[src/rtl/mem_port_arbiter.sv]
// Arbitrates one fixed-latency single-port memory between instruction fetch (IF)
// and load/store (MM); MM has fixed priority, every access is strictly sequenced.
module mem_port_arbiter #(
  parameter int unsigned MEM_LATENCY = 2
) (
  input  logic        clk,
  input  logic        rst_n,
  input  logic        if_req,
  input  logic [31:0] if_addr,
  input  logic        if_flush,
  output logic [31:0] if_rdata,
  output logic        if_ready,
  input  logic        mm_req,
  input  logic        mm_we,
  input  logic [1:0]  mm_mode,
  input  logic [31:0] mm_addr,
  input  logic [31:0] mm_wdata,
  output logic [31:0] mm_rdata,
  output logic        mm_ready,
  output logic        stall_if,
  output logic        stall_mm,
  output logic        mem_en,
  output logic        mem_we,
  output logic [1:0]  mem_mode,
  output logic [31:0] mem_addr,
  output logic [31:0] mem_wdata,
  input  logic [31:0] mem_rdata
);

  localparam int unsigned DATA_W = 32;
  localparam int unsigned MODE_W = 2;
  localparam int unsigned CNT_W  = 4;
  localparam logic [MODE_W-1:0] MODE_WORD = MODE_W'(0);

  typedef enum logic [1:0] {
    ST_IDLE,
    ST_ISSUE,
    ST_WAIT,
    ST_DONE
  } state_e;

  typedef enum logic [1:0] {
    GNT_NONE,
    GNT_IF,
    GNT_MM
  } grant_e;

  state_e              state_q, state_d;
  grant_e              grant_q, grant_d;
  logic [CNT_W-1:0]    cnt_q, cnt_d;
  logic                discard_q, discard_d;
  logic                mem_en_q, mem_en_d;
  logic                mem_we_q, mem_we_d;
  logic [MODE_W-1:0]   mem_mode_q, mem_mode_d;
  logic [DATA_W-1:0]   mem_addr_q, mem_addr_d;
  logic [DATA_W-1:0]   mem_wdata_q, mem_wdata_d;
  logic [DATA_W-1:0]   if_rdata_q, if_rdata_d;
  logic [DATA_W-1:0]   mm_rdata_q, mm_rdata_d;
  logic                if_ready_q, if_ready_d;
  logic                mm_ready_q, mm_ready_d;

  logic                if_pend;
  logic                issue_mm;
  logic                issue_if;
  logic                if_flush_hit;

  assign if_pend      = if_req & ~if_flush;
  assign if_flush_hit = (grant_q == GNT_IF) & if_flush;

  // Next-state, command and capture logic
  always_comb begin
    state_d     = state_q;
    grant_d     = grant_q;
    cnt_d       = cnt_q;
    discard_d   = discard_q;
    mem_en_d    = 1'b0;
    mem_we_d    = mem_we_q;
    mem_mode_d  = mem_mode_q;
    mem_addr_d  = mem_addr_q;
    mem_wdata_d = mem_wdata_q;
    if_rdata_d  = if_rdata_q;
    mm_rdata_d  = mm_rdata_q;
    if_ready_d  = 1'b0;
    mm_ready_d  = 1'b0;
    issue_mm    = 1'b0;
    issue_if    = 1'b0;

    unique case (state_q)
      ST_IDLE: begin
        if (mm_req) begin
          issue_mm = 1'b1;
        end else if (if_pend) begin
          issue_if = 1'b1;
        end
      end

      ST_ISSUE: begin
        if (if_flush_hit) begin
          discard_d = 1'b1;
        end
        // Stores finish inside the ISSUE cycle; reads wait out the latency
        if ((grant_q == GNT_MM) && mem_we_q) begin
          state_d    = ST_DONE;
          mm_ready_d = 1'b1;
        end else begin
          cnt_d   = CNT_W'(MEM_LATENCY - 1);
          state_d = ST_WAIT;
        end
      end

      ST_WAIT: begin
        if (if_flush_hit) begin
          discard_d = 1'b1;
        end
        if (cnt_q != CNT_W'(0)) begin
          cnt_d = cnt_q - CNT_W'(1);
        end else begin
          state_d = ST_DONE;
          if (grant_q == GNT_MM) begin
            mm_rdata_d = mem_rdata;
            mm_ready_d = 1'b1;
          end else if (!(discard_q || if_flush_hit)) begin
            if_rdata_d = mem_rdata;
            if_ready_d = 1'b1;
          end
        end
      end

      ST_DONE: begin
        // The stage just served still holds req for the finished access
        discard_d = 1'b0;
        if ((grant_q == GNT_IF) && mm_req) begin
          issue_mm = 1'b1;
        end else if ((grant_q == GNT_MM) && if_pend) begin
          issue_if = 1'b1;
        end else begin
          state_d = ST_IDLE;
        end
      end

      default: begin
        state_d = ST_IDLE;
      end
    endcase

    if (issue_mm) begin
      state_d     = ST_ISSUE;
      grant_d     = GNT_MM;
      mem_en_d    = 1'b1;
      mem_we_d    = mm_we;
      mem_mode_d  = mm_mode;
      mem_addr_d  = mm_addr;
      mem_wdata_d = mm_wdata;
    end else if (issue_if) begin
      state_d    = ST_ISSUE;
      grant_d    = GNT_IF;
      mem_en_d   = 1'b1;
      mem_we_d   = 1'b0;
      mem_mode_d = MODE_WORD;
      mem_addr_d = if_addr;
    end
  end

  // State and registered outputs
  always_ff @(posedge clk) begin
    if (!rst_n) begin
      state_q     <= ST_IDLE;
      grant_q     <= GNT_NONE;
      cnt_q       <= '0;
      discard_q   <= 1'b0;
      mem_en_q    <= 1'b0;
      mem_we_q    <= 1'b0;
      mem_mode_q  <= '0;
      mem_addr_q  <= '0;
      mem_wdata_q <= '0;
      if_rdata_q  <= '0;
      mm_rdata_q  <= '0;
      if_ready_q  <= 1'b0;
      mm_ready_q  <= 1'b0;
    end else begin
      state_q     <= state_d;
      grant_q     <= grant_d;
      cnt_q       <= cnt_d;
      discard_q   <= discard_d;
      mem_en_q    <= mem_en_d;
      mem_we_q    <= mem_we_d;
      mem_mode_q  <= mem_mode_d;
      mem_addr_q  <= mem_addr_d;
      mem_wdata_q <= mem_wdata_d;
      if_rdata_q  <= if_rdata_d;
      mm_rdata_q  <= mm_rdata_d;
      if_ready_q  <= if_ready_d;
      mm_ready_q  <= mm_ready_d;
    end
  end

  assign mem_en    = mem_en_q;
  assign mem_we    = mem_we_q;
  assign mem_mode  = mem_mode_q;
  assign mem_addr  = mem_addr_q;
  assign mem_wdata = mem_wdata_q;
  assign if_rdata  = if_rdata_q;
  assign mm_rdata  = mm_rdata_q;
  assign if_ready  = if_ready_q;
  assign mm_ready  = mm_ready_q;

  // Hazard-unit stalls follow the live request
  assign stall_if = if_req & ~if_ready_q;
  assign stall_mm = mm_req & ~mm_ready_q;

endmodule
[config.mk]
export PLATFORM = sky130hd
export DESIGN_NAME = mem_port_arbiter
export DESIGN_NICKNAME = d
export VERILOG_FILES = /design/src/rtl/mem_port_arbiter.sv
export SDC_FILE = /design/constraint.sdc
export NUM_CORES = 1
export LEC_CHECK = 0
export CELL_PAD_IN_SITES_DETAIL_PLACEMENT = 0
export CELL_PAD_IN_SITES_GLOBAL_PLACEMENT = 1
export CORE_MARGIN = 4
export CORE_UTILIZATION = 28
export DETAILED_ROUTE_END_ITERATION = 16
export PLACE_DENSITY_LB_ADDON = 0.1
export SYNTH_ARGS = -nofsm -noshare
export SYNTH_HDL_FRONTEND = slang
export SYNTH_SLANG_ARGS = --single-unit
export TNS_END_PERCENT = 5
[constraint.sdc]
create_clock -name clk -period 2.3 [get_ports clk]
set_input_delay 0.345 -clock clk [delete_from_list [all_inputs] [get_ports clk]]
set_output_delay 0.345 -clock clk [all_outputs]
set_load 0.02 [all_outputs]
==> impl_metrics.env <==
export IMPL_status="finished clean"
export IMPL_wl_met1_um=8100
export IMPL_cts_buffers=17
export IMPL_die_w_um=148
export IMPL_finalSetupTns_ns=0
export IMPL_crit_type="register to register"
export IMPL_r2r_end="state_q[0]"
export IMPL_required_ns=2.61
export IMPL_num_vias=5630
export IMPL_gr_total_overflow=0
export IMPL_grt_max_degree=48
export IMPL_synth_area_um2=5500
export IMPL_r2r_setup_slack_ns=0.24
export IMPL_synth_xor_area_share_pct=0
export IMPL_gp_congestion=0.762
export IMPL_design_area_um2=9140
export IMPL_ios=272
export IMPL_seq_power_share_pct=32.8
export IMPL_initial_core_util_pct=28.4
export IMPL_post_route_period_util_pct=89.7
export IMPL_port_buffers=271
export IMPL_synthFlopType="dfxtp_1"
export IMPL_leakage_nw=3.17
export IMPL_pwr_share_clk_pct=27.1
export IMPL_syn2layout_area_growth_pct=66.1
export IMPL_ys_seq_area_share_pct=52.0
export IMPL_arrival_ns=2.37
export IMPL_synth_top_family_by_area="simple AND/OR/NAND/NOR gates"
export IMPL_ctsResizeCount=0
export IMPL_hold_path_class="register to register"
export IMPL_maxSlewHeadroom_pct=51.3
export IMPL_highest_layer="met4"
export IMPL_max_clock_freq_mhz=485
export IMPL_pwr_share_comb_pct=40.1
export IMPL_clk_pin_slew_ns=0.06
export IMPL_cts_buffer_depth=2
export IMPL_rsz0062_at_grt="no"
export IMPL_cts_setup_buffers=0
export IMPL_grt_pass1_vias=5341
export IMPL_wl_met2_um=9500
export IMPL_die_y_um=148
export IMPL_reg2reg_depth=7
export IMPL_cts_tree="built"
export IMPL_setup_worst_path_start_class="register"
export IMPL_finalHoldViolations=0
export IMPL_hpwl_um=13600
export IMPL_period_needed_ns=2.06
export IMPL_synth_compound_area_share_pct=18.4
export IMPL_ctsRootBufferMaster="clkbuf_16"
export IMPL_drive_above_1_share_pct=5.61
export IMPL_netlist_instances=695
export IMPL_viasPerCell=4.58
export IMPL_clock_skew_ns=0.0105
export IMPL_hold_path_endpoint="mem_wdata[8]"
export IMPL_setup_viol=0
export IMPL_power_density_nw_per_um2=1130
export IMPL_cts_num_sinks=143
export IMPL_synth_avg_cell_area_um2=7.92
export IMPL_hp_start="mem_wdata[8]"
export IMPL_grt_pass1_wl_um=29400
export IMPL_worstHoldPathCells=2
export IMPL_dieArea_um2=22000
export IMPL_slew_violations=0
export IMPL_ir_worst_vdd_mv=0.515
export IMPL_cts_hold_buf=0
export IMPL_synth_cell_types=37
export IMPL_worst_slew_pin_slew_ns=0.728
export IMPL_ant_nets=0
export IMPL_muxShareOfSynthArea_pct=0.364
export IMPL_cap_violations=0
export IMPL_totalWireLength_um=19200
export IMPL_clkLatencyLatePin_ns=0.42
export IMPL_cellInternalPower_mw=6.62
export IMPL_ys_ff_latch=143
export IMPL_grt_total_usage_pct=16.9
export IMPL_swShare_pct=36.0
export IMPL_fin_nets=1092
export IMPL_avgRoutedWirePerCell_um=15.7
export IMPL_drt_iter0_drc=258
export IMPL_antenna_found_initial=1
export IMPL_yosys_area_share_simple_pct=22.8
export IMPL_core_um2=19400
export IMPL_async_reset_ff_share_pct=0
export IMPL_wl_met3_um=1460
export IMPL_h_tree_depth=4
export IMPL_dpl_cell_area_um2=8540
export IMPL_synth_edf_count=0
export IMPL_worstReg2RegStart="state_q[0]"
export IMPL_yosysWarnings=0
export IMPL_syn_nets=838
export IMPL_drc=0
export IMPL_yosys_area_share_adder_pct=1.59
export IMPL_first_pass_iters=4
export IMPL_p_sw_mw=3.72
export IMPL_end_kind="register"
export IMPL_final_cell_mix="clkdlybuf4s50_1, nand2_1, dfxtp_1, a21oi_1, o21ai_0"
export IMPL_final_common_cell="clkdlybuf4s50_1"
export IMPL_worstPathMaxFanout=39
export IMPL_rows=51
-- worst max-delay path by stage --
stage | start | to
finish | state_q[0] | state_q[0]
global route | state_q[0] | mem_addr[8]
CTS | state_q[0] | state_q[0]
detailed placement | mm_req | mem_addr[29]
global placement | mm_req | mem_addr[2]
floorplan | state_q[0] | if_rdata[24]
-- worst max-delay path, stage by stage, from the launching register on --
cell	delay, ns
dfxtp_1	0.37
inv_1	0.11
ha_1	0.29
nor2b_1	0.18
o21ai_2	0.11
buf_4	0.40
o311ai_0	0.22
o31a_1	0.28
-- layer usage --
metal / track usage (%) / vias to the layer above
li1: - / 2830
met1: 20.9 / 2603
met2: 28.3 / 184
met3: 5.64 / 13
met4: 4.57 / 0
met5: 0 / -
-- through the flow --
step	power [mW]	util (%)	hold WS (ns)	std cells	worst slack [ns]
after floorplan	5.66	-	0.451	695	0.477
after global placement	7.57	44.0	0.442	1195	0.235
after detailed placement	7.63	44.0	0.446	1195	0.198
after CTS	10.5	47.1	0.450	1227	0.221
after global routing	11.0	47.1	0.461	1228	0.0440
final	10.3	47.1	0.453	1228	0.238
-- Yosys cell counts (2+ instances only) --
library cell  count  area, um^2
nand4b_1          3        26.3
a21oi_1         107         536
nor2b_1           9        56.3
nor2_1            6        22.5
nand2_1         260         976
nor3_1            3        15.0
mux2i_1           2        20.0
o21ai_0          38         190
buf_2            15        75.1
a31oi_1          32         200
ha_1              7        87.6
o21a_1            2        15.0
dfxtp_1         143        2860
clkbuf_1         33         124
and3b_1           4        35.0
inv_1             5        18.8
nand3_1           4        20.0
buf_6             3        33.8
-- logic make-up (layout without fill, tap and decap cells) --
group,count (synthesis),after routing
buf+inv,58,325
flops,143,143
fa+ha+maj,7,7
simple gates,298,298
mux,2,2
compound gates,187,187
other cells,0,1
-- flip-flops by register name, indices dropped and copies added (netlist names), 2 cells and up --
name and cells:
mem_wdata 32, grant_q 2, mem_mode 2, mm_rdata 32, state_q 2, if_rdata 32
mem_addr 32, cnt_q 4
-- area by class of cell --
class,count,area [um^2]
antenna,1,2.50
clock buffer,19,433
clock inverter,13,163
fill,1928,10300
inverter,6,23.8
multi-input combinational,494,2400
sequential,143,2860
tap,265,332
timing repair buffer,287,2920
-- power groups by stage --
stage	clock network [mW]	registers (mW)	logic, mW
6_report	2.81	3.39	4.14
2_1_floorplan	0	4.08	1.58
4_1_cts	2.89	3.40	4.20
3_5_place_dp	0	3.44	4.19
5_1_grt	2.99	3.46	4.51
3_3_place_gp	0	3.42	4.15
No activity file was read; power rests on OpenSTA's default activity.
